### config.mk
export PLATFORM = sky130hd
export DESIGN_NAME = adc1_scan_ctrl
export DESIGN_NICKNAME = d
export VERILOG_FILES = /design/src/rtl/adc1_scan_ctrl.sv
export SDC_FILE = /design/constraint.sdc
export NUM_CORES = 1
export LEC_CHECK = 0
export CAP_MARGIN = 0
export CORE_MARGIN = 8
export CORE_UTILIZATION = 52
export DETAILED_ROUTE_END_ITERATION = 8
export HOLD_SLACK_MARGIN = 0.02
export PLACE_DENSITY = 0.82
export SLEW_MARGIN = 40
export SYNTH_ARGS = -nofsm -noshare
export SYNTH_HDL_FRONTEND = slang
export SYNTH_SLANG_ARGS = --single-unit
### constraint.sdc
create_clock -name clock_clk -period 3.1 [get_ports clock_clk]
set_input_delay 0.31 -clock clock_clk [delete_from_list [all_inputs] [get_ports clock_clk]]
set_output_delay 0.31 -clock clock_clk [all_outputs]
set_load 0.02 [all_outputs]
### src/rtl/adc1_scan_ctrl.sv
// Scan controller for the adc1 modular ADC: starts single-cycle sequences on a
// trigger or a periodic timer, collects the response packet into a result bank.
module adc1_scan_ctrl #(
  parameter int NUM_CH  = 17,
  parameter int PERIOD  = 50000,
  parameter int TIMEOUT = 4096
) (
  input  logic        clock_clk,
  input  logic        reset_sink_reset_n,
  input  logic        trigger,
  input  logic        auto_en,
  output logic        csr_address,
  output logic        csr_write,
  output logic [31:0] csr_writedata,
  input  logic        rsp_valid,
  input  logic [4:0]  rsp_channel,
  input  logic [11:0] rsp_data,
  input  logic        rsp_sop,
  input  logic        rsp_eop,
  input  logic [4:0]  rd_channel,
  output logic [11:0] rd_data,
  output logic        rd_fresh,
  output logic        busy,
  output logic        scan_done,
  output logic        timeout_err,
  output logic [5:0]  sample_count
);

  localparam int              PW           = (PERIOD > 1) ? $clog2(PERIOD) : 1;
  localparam int              TW           = (TIMEOUT > 1) ? $clog2(TIMEOUT) : 1;
  localparam logic [PW-1:0]   PERIOD_LAST  = PW'(PERIOD - 1);
  localparam logic [TW-1:0]   TIMEOUT_LAST = TW'(TIMEOUT - 1);
  localparam logic [5:0]      NUM_CH_W     = 6'(NUM_CH);
  localparam bit              TIMER_ON     = (PERIOD != 0);
  localparam logic [31:0]     CMD_START    = 32'h0000_0003;
  localparam logic [31:0]     CMD_STOP     = 32'h0000_0000;

  typedef enum logic [2:0] {IDLE, START, COLLECT, STOP, DONE} state_e;

  state_e             state_q, state_d;
  logic [PW-1:0]      period_cnt_q, period_cnt_d;
  logic [TW-1:0]      tmo_cnt_q, tmo_cnt_d;
  logic [5:0]         sample_count_q, sample_count_d;
  logic [NUM_CH-1:0]  fresh_q, fresh_d;
  logic [11:0]        bank_q [NUM_CH];
  logic [11:0]        bank_d [NUM_CH];
  logic [11:0]        rd_data_q, rd_data_d;
  logic               rd_fresh_q, rd_fresh_d;
  logic               scan_req;
  logic               rsp_ch_ok;
  logic               rd_ch_ok;
  logic               sop_unused;

  // Start-of-packet adds nothing beyond eop framing.
  assign sop_unused = rsp_sop;

  assign rsp_ch_ok = ({1'b0, rsp_channel} < NUM_CH_W);
  assign rd_ch_ok  = ({1'b0, rd_channel} < NUM_CH_W);
  assign scan_req  = trigger || (TIMER_ON && auto_en && (period_cnt_q == PERIOD_LAST));

  always_comb begin
    state_d        = state_q;
    period_cnt_d   = '0;
    tmo_cnt_d      = tmo_cnt_q;
    sample_count_d = sample_count_q;
    fresh_d        = fresh_q;
    bank_d         = bank_q;

    case (state_q)
      IDLE: begin
        if (scan_req) begin
          state_d = START;
        end else if (TIMER_ON && auto_en) begin
          period_cnt_d = period_cnt_q + 1'b1;
        end
      end
      START: begin
        fresh_d        = '0;
        sample_count_d = '0;
        tmo_cnt_d      = '0;
        state_d        = COLLECT;
      end
      COLLECT: begin
        tmo_cnt_d = tmo_cnt_q + 1'b1;
        if (rsp_valid && rsp_ch_ok) begin
          bank_d[rsp_channel]  = rsp_data;
          fresh_d[rsp_channel] = 1'b1;
          if (sample_count_q != 6'd63) begin
            sample_count_d = sample_count_q + 6'd1;
          end
        end
        // An eop arriving on the last allowed cycle still completes normally.
        if (rsp_valid && rsp_eop) begin
          state_d = DONE;
        end else if (tmo_cnt_q == TIMEOUT_LAST) begin
          state_d = STOP;
        end
      end
      STOP:    state_d = IDLE;
      DONE:    state_d = IDLE;
      default: state_d = IDLE;
    endcase
  end

  // Reads see this cycle's bank update, giving write-through on a same-cycle hit.
  always_comb begin
    rd_data_d  = '0;
    rd_fresh_d = 1'b0;
    if (rd_ch_ok) begin
      rd_data_d  = bank_d[rd_channel];
      rd_fresh_d = fresh_d[rd_channel];
    end
  end

  always_ff @(posedge clock_clk) begin
    if (!reset_sink_reset_n) begin
      state_q        <= IDLE;
      period_cnt_q   <= '0;
      tmo_cnt_q      <= '0;
      sample_count_q <= '0;
      fresh_q        <= '0;
      rd_data_q      <= '0;
      rd_fresh_q     <= 1'b0;
      for (int i = 0; i < NUM_CH; i++) begin
        bank_q[i] <= '0;
      end
    end else begin
      state_q        <= state_d;
      period_cnt_q   <= period_cnt_d;
      tmo_cnt_q      <= tmo_cnt_d;
      sample_count_q <= sample_count_d;
      fresh_q        <= fresh_d;
      rd_data_q      <= rd_data_d;
      rd_fresh_q     <= rd_fresh_d;
      for (int i = 0; i < NUM_CH; i++) begin
        bank_q[i] <= bank_d[i];
      end
    end
  end

  assign csr_address   = 1'b0;
  assign csr_write     = (state_q == START) || (state_q == STOP);
  assign csr_writedata = (state_q == START) ? CMD_START : CMD_STOP;
  assign busy          = (state_q != IDLE);
  assign scan_done     = (state_q == DONE);
  assign timeout_err   = (state_q == STOP);
  assign sample_count  = sample_count_q;
  assign rd_data       = rd_data_q;
  assign rd_fresh      = rd_fresh_q;

endmodule

==> results.py <==
metrics = {
    "cts": {
        "clk_latency_ns": 0.55,
        "cts_buffer_depth": 3,
        "h-tree-depth": 1,
        "numCtsBuffers": 29,
        "cts_tree": "yes",
        "ctsResizeCount": 0,
        "cts_root_buffer": "clkbuf_16",
        "cts_hold_buf": 0,
        "clk_pin_slew_ns": 0.06,
        "clock_sinks": 271,
        "cts_setup_buffers": 0,
    },
    "sta": {
        "final.min_clock_period_ns": 2.92,
        "hold_viol_final": 0,
        "slew_viol_final": 0,
        "finalClockSkew_ns": 0.0168,
        "tightest_slew_ns": 0.798,
        "hold_ws_ns": 0.286,
        "tns_ns": 0,
        "final-setup-viol-count": 0,
        "timing.fmax_ghz": 0.342,
        "grt_setup_unrepaired": "no",
        "relSlewSlack": 0.466,
        "min_period_over_period": 0.944,
    },
    "global_route": {
        "grt.overflow.total": 0,
        "grt_util_met3": 0.0483,
        "grt_pass1_vias": 10900,
        "grt.met2_usage": 0.358,
        "antenna_found_initial": 0,
        "grt_max_degree": 93,
        "grt_use_total": 0.229,
        "grt_use_met1": 0.304,
        "grt_pass1_wl_mm": 57.7,
        "top_usage_layer": "met2",
    },
    "critical_path": {
        "cp.required_ns": 2.79,
        "cp_max_fo": 13,
        "cp.arrival_ns": 2.61,
        "worst-setup-path-type": "flop to output port",
        "cp-startpoint": "state_q[0]$_SDFFE_PN0P_",
        "critical_path.startpoint_type": "flop",
        "cp-end-kind": "output port",
        "r2r-start": "state_q[2]$_SDFFE_PN0P_",
    },
    "finish": {
        "layout-drive-gt1-share": 0.119,
        "fillers": 2089,
        "multi_input_area_um2": 6970,
        "seq_area_um2": 5430,
        "area_delta_synth_final_pct": 16.1,
        "num_antenna_cells": 0,
        "nNetsFinal": 1526,
    },
    "drt": {
        "dr_total_vias": 11100,
        "drtPass1Iterations": 7,
        "finalWirelength_mm": 36.0,
        "drt-initial-drc-count": 1092,
        "wl_per_cell_um": 19.5,
        "drtAntennaViolNets": 0,
        "drc": 0,
        "vias_per_cell": 5.99,
    },
    "synth": {
        "synthCells": 1443,
        "ys_ff_latch": 271,
        "synth_top_area_frac": 0.413,
        "synth.distinct_cells": 77,
        "synth_ff_type": "dfxtp_1",
        "ys_seq_area_frac": 0.413,
        "async_flop_share": 0,
        "yosys-top-cells-area": "dfxtp_1 (41%), mux2i_1 (12%), nor2b_1 (8.1%)",
        "ys_warn_count": 0,
        "synth_commonest_cells": "dfxtp_1 (271), nor2b_1 (170), mux2i_1 (163)",
        "synth_edf_count": 0,
        "avgSynthCellArea_um2": 9.10,
        "synth_area_um2": 13100,
        "synthMostInstantiatedCell": "dfxtp_1",
        "yosysTopAreaCell": "dfxtp_1",
    },
    "min_path": {
        "min_path_type": "input port to flop",
        "hold_path_startpoint": "reset_sink_reset_n",
    },
    "run": {
        "drv_cap": 0,
    },
    "floorplan": {
        "die-area_um2": 30600,
        "die_w_um": 175,
        "core_um2": 25000,
        "initial_core_util": 0.526,
        "rows": 58,
        "die_h_um": 175,
        "pin_count": 85,
    },
    "placed_design": {
        "hpwl_mm": 24.3,
        "portBuffers": 52,
        "gp_congestion": 0.908,
    },
    "power_and_ir_drop": {
        "power_density_nw_per_um2": 517,
        "p_leak_uw": 0.00598,
        "irDropWorstVdd_v": 0.000384,
    },
    "outcome": {
        "status": "finished clean",
    },
}
sequential cells by signal, summed over array words and instances, names as in the netlist:
register      count
rd_fresh          1
state_q           3
tmo_cnt_q        12
bank_q          204
rd_data          12
sample_count      6
fresh_q          17
period_cnt_q     16
per-layer routing:
layer  share of wire  routed length, µm
met5               0                  0
met4           0.034               1210
met3           0.087               3140
met2            0.44              16000
met1            0.44              15700
worst max-delay path: stages, from the launching register on:
cell and delay, ns:
dfxtp_1 0.34, buf_4 0.18, or3b_2 0.52, buf_4 0.22, inv_1 0.16, clkdlybuf4s50_1 0.65
power breakdown:
group / total (µW) / switching (µW) / internal [µW] / leakage, µW
Sequential: 3500 / 7.67 / 3490 / 0.00218
Clock: 3750 / 1410 / 2340 / 0.000523
Combinational: 638 / 406 / 232 / 0.00327
logic make-up after synthesis:
family	Yosys count	share of synthesized area
buf+inv	182	0.0662
other cells	1	0.000285
compound gates	278	0.157
mux	166	0.127
simple gates	522	0.221
xor+xnor	20	0.0133
fa+ha+maj	3	0.00286
flops	271	0.413
cell usage in the layout, fill, tap and decap left out, drive strengths merged, types with 7 or more instances in the layout:
cell / netlist / final
xnor2: 8 / 8
nor2b: 170 / 170
buf: 68 / 106
inv: 16 / 17
o31ai: 18 / 18
nor3: 16 / 16
conb: 1 / 31
and3: 8 / 8
a21boi: 58 / 58
o22ai: 34 / 34
nor2: 95 / 95
clkbuf: 98 / 42
nand2b: 13 / 13
dfxtp: 271 / 271
and2: 16 / 16
o21ai: 12 / 12
o311ai: 8 / 8
clkdlybuf4s50: 0 / 50
a31oi: 8 / 8
nand3: 34 / 34
nor4: 15 / 15
xor2: 12 / 12
o211ai: 17 / 17
mux2i: 163 / 163
o221ai: 7 / 7
nand2: 94 / 94
nand4: 24 / 24
a21oi: 39 / 39
a311o: 13 / 13
final timing paths:
path | end | slack [ns] | cells past startpoint
worst max-delay path | csr_writedata[0] | 0.18 | 5
worst min-delay path | fresh_q[5]$_SDFF_PN0_ | 0.29 | 2
worst max register to register | rd_data[6]$_SDFF_PN0_ | 0.35 | 8
worst min register to register | period_cnt_q[0]$_SDFF_PP0_ | 0.45 | 1
final cells by class:
| class | count | share of cell area |
|---|---|---|
| clock buffers | 42 | 0.0567 |
| clock inverters | 11 | 0.0122 |
| inverters | 16 | 0.00394 |
| multi-input cells | 1020 | 0.457 |
| flip-flops and latches | 271 | 0.356 |
| well taps | 330 | 0.0271 |
| repair buffers | 156 | 0.0873 |
per-stage QoR:
step	util	power, µW	cells	worst slack [ns]	instance area, µm²
finish	0.611	7890	1846	0.175	15300
CTS	0.611	7920	1846	0.164	15300
global route	0.611	8100	1846	0.0731	15300
global placement	0.569	4190	1793	-0.0775	14200
floorplan	-	4000	1473	0.459	13200
detailed placement	0.569	4200	1793	-0.0779	14200
(Power assumes the default switching activity.)
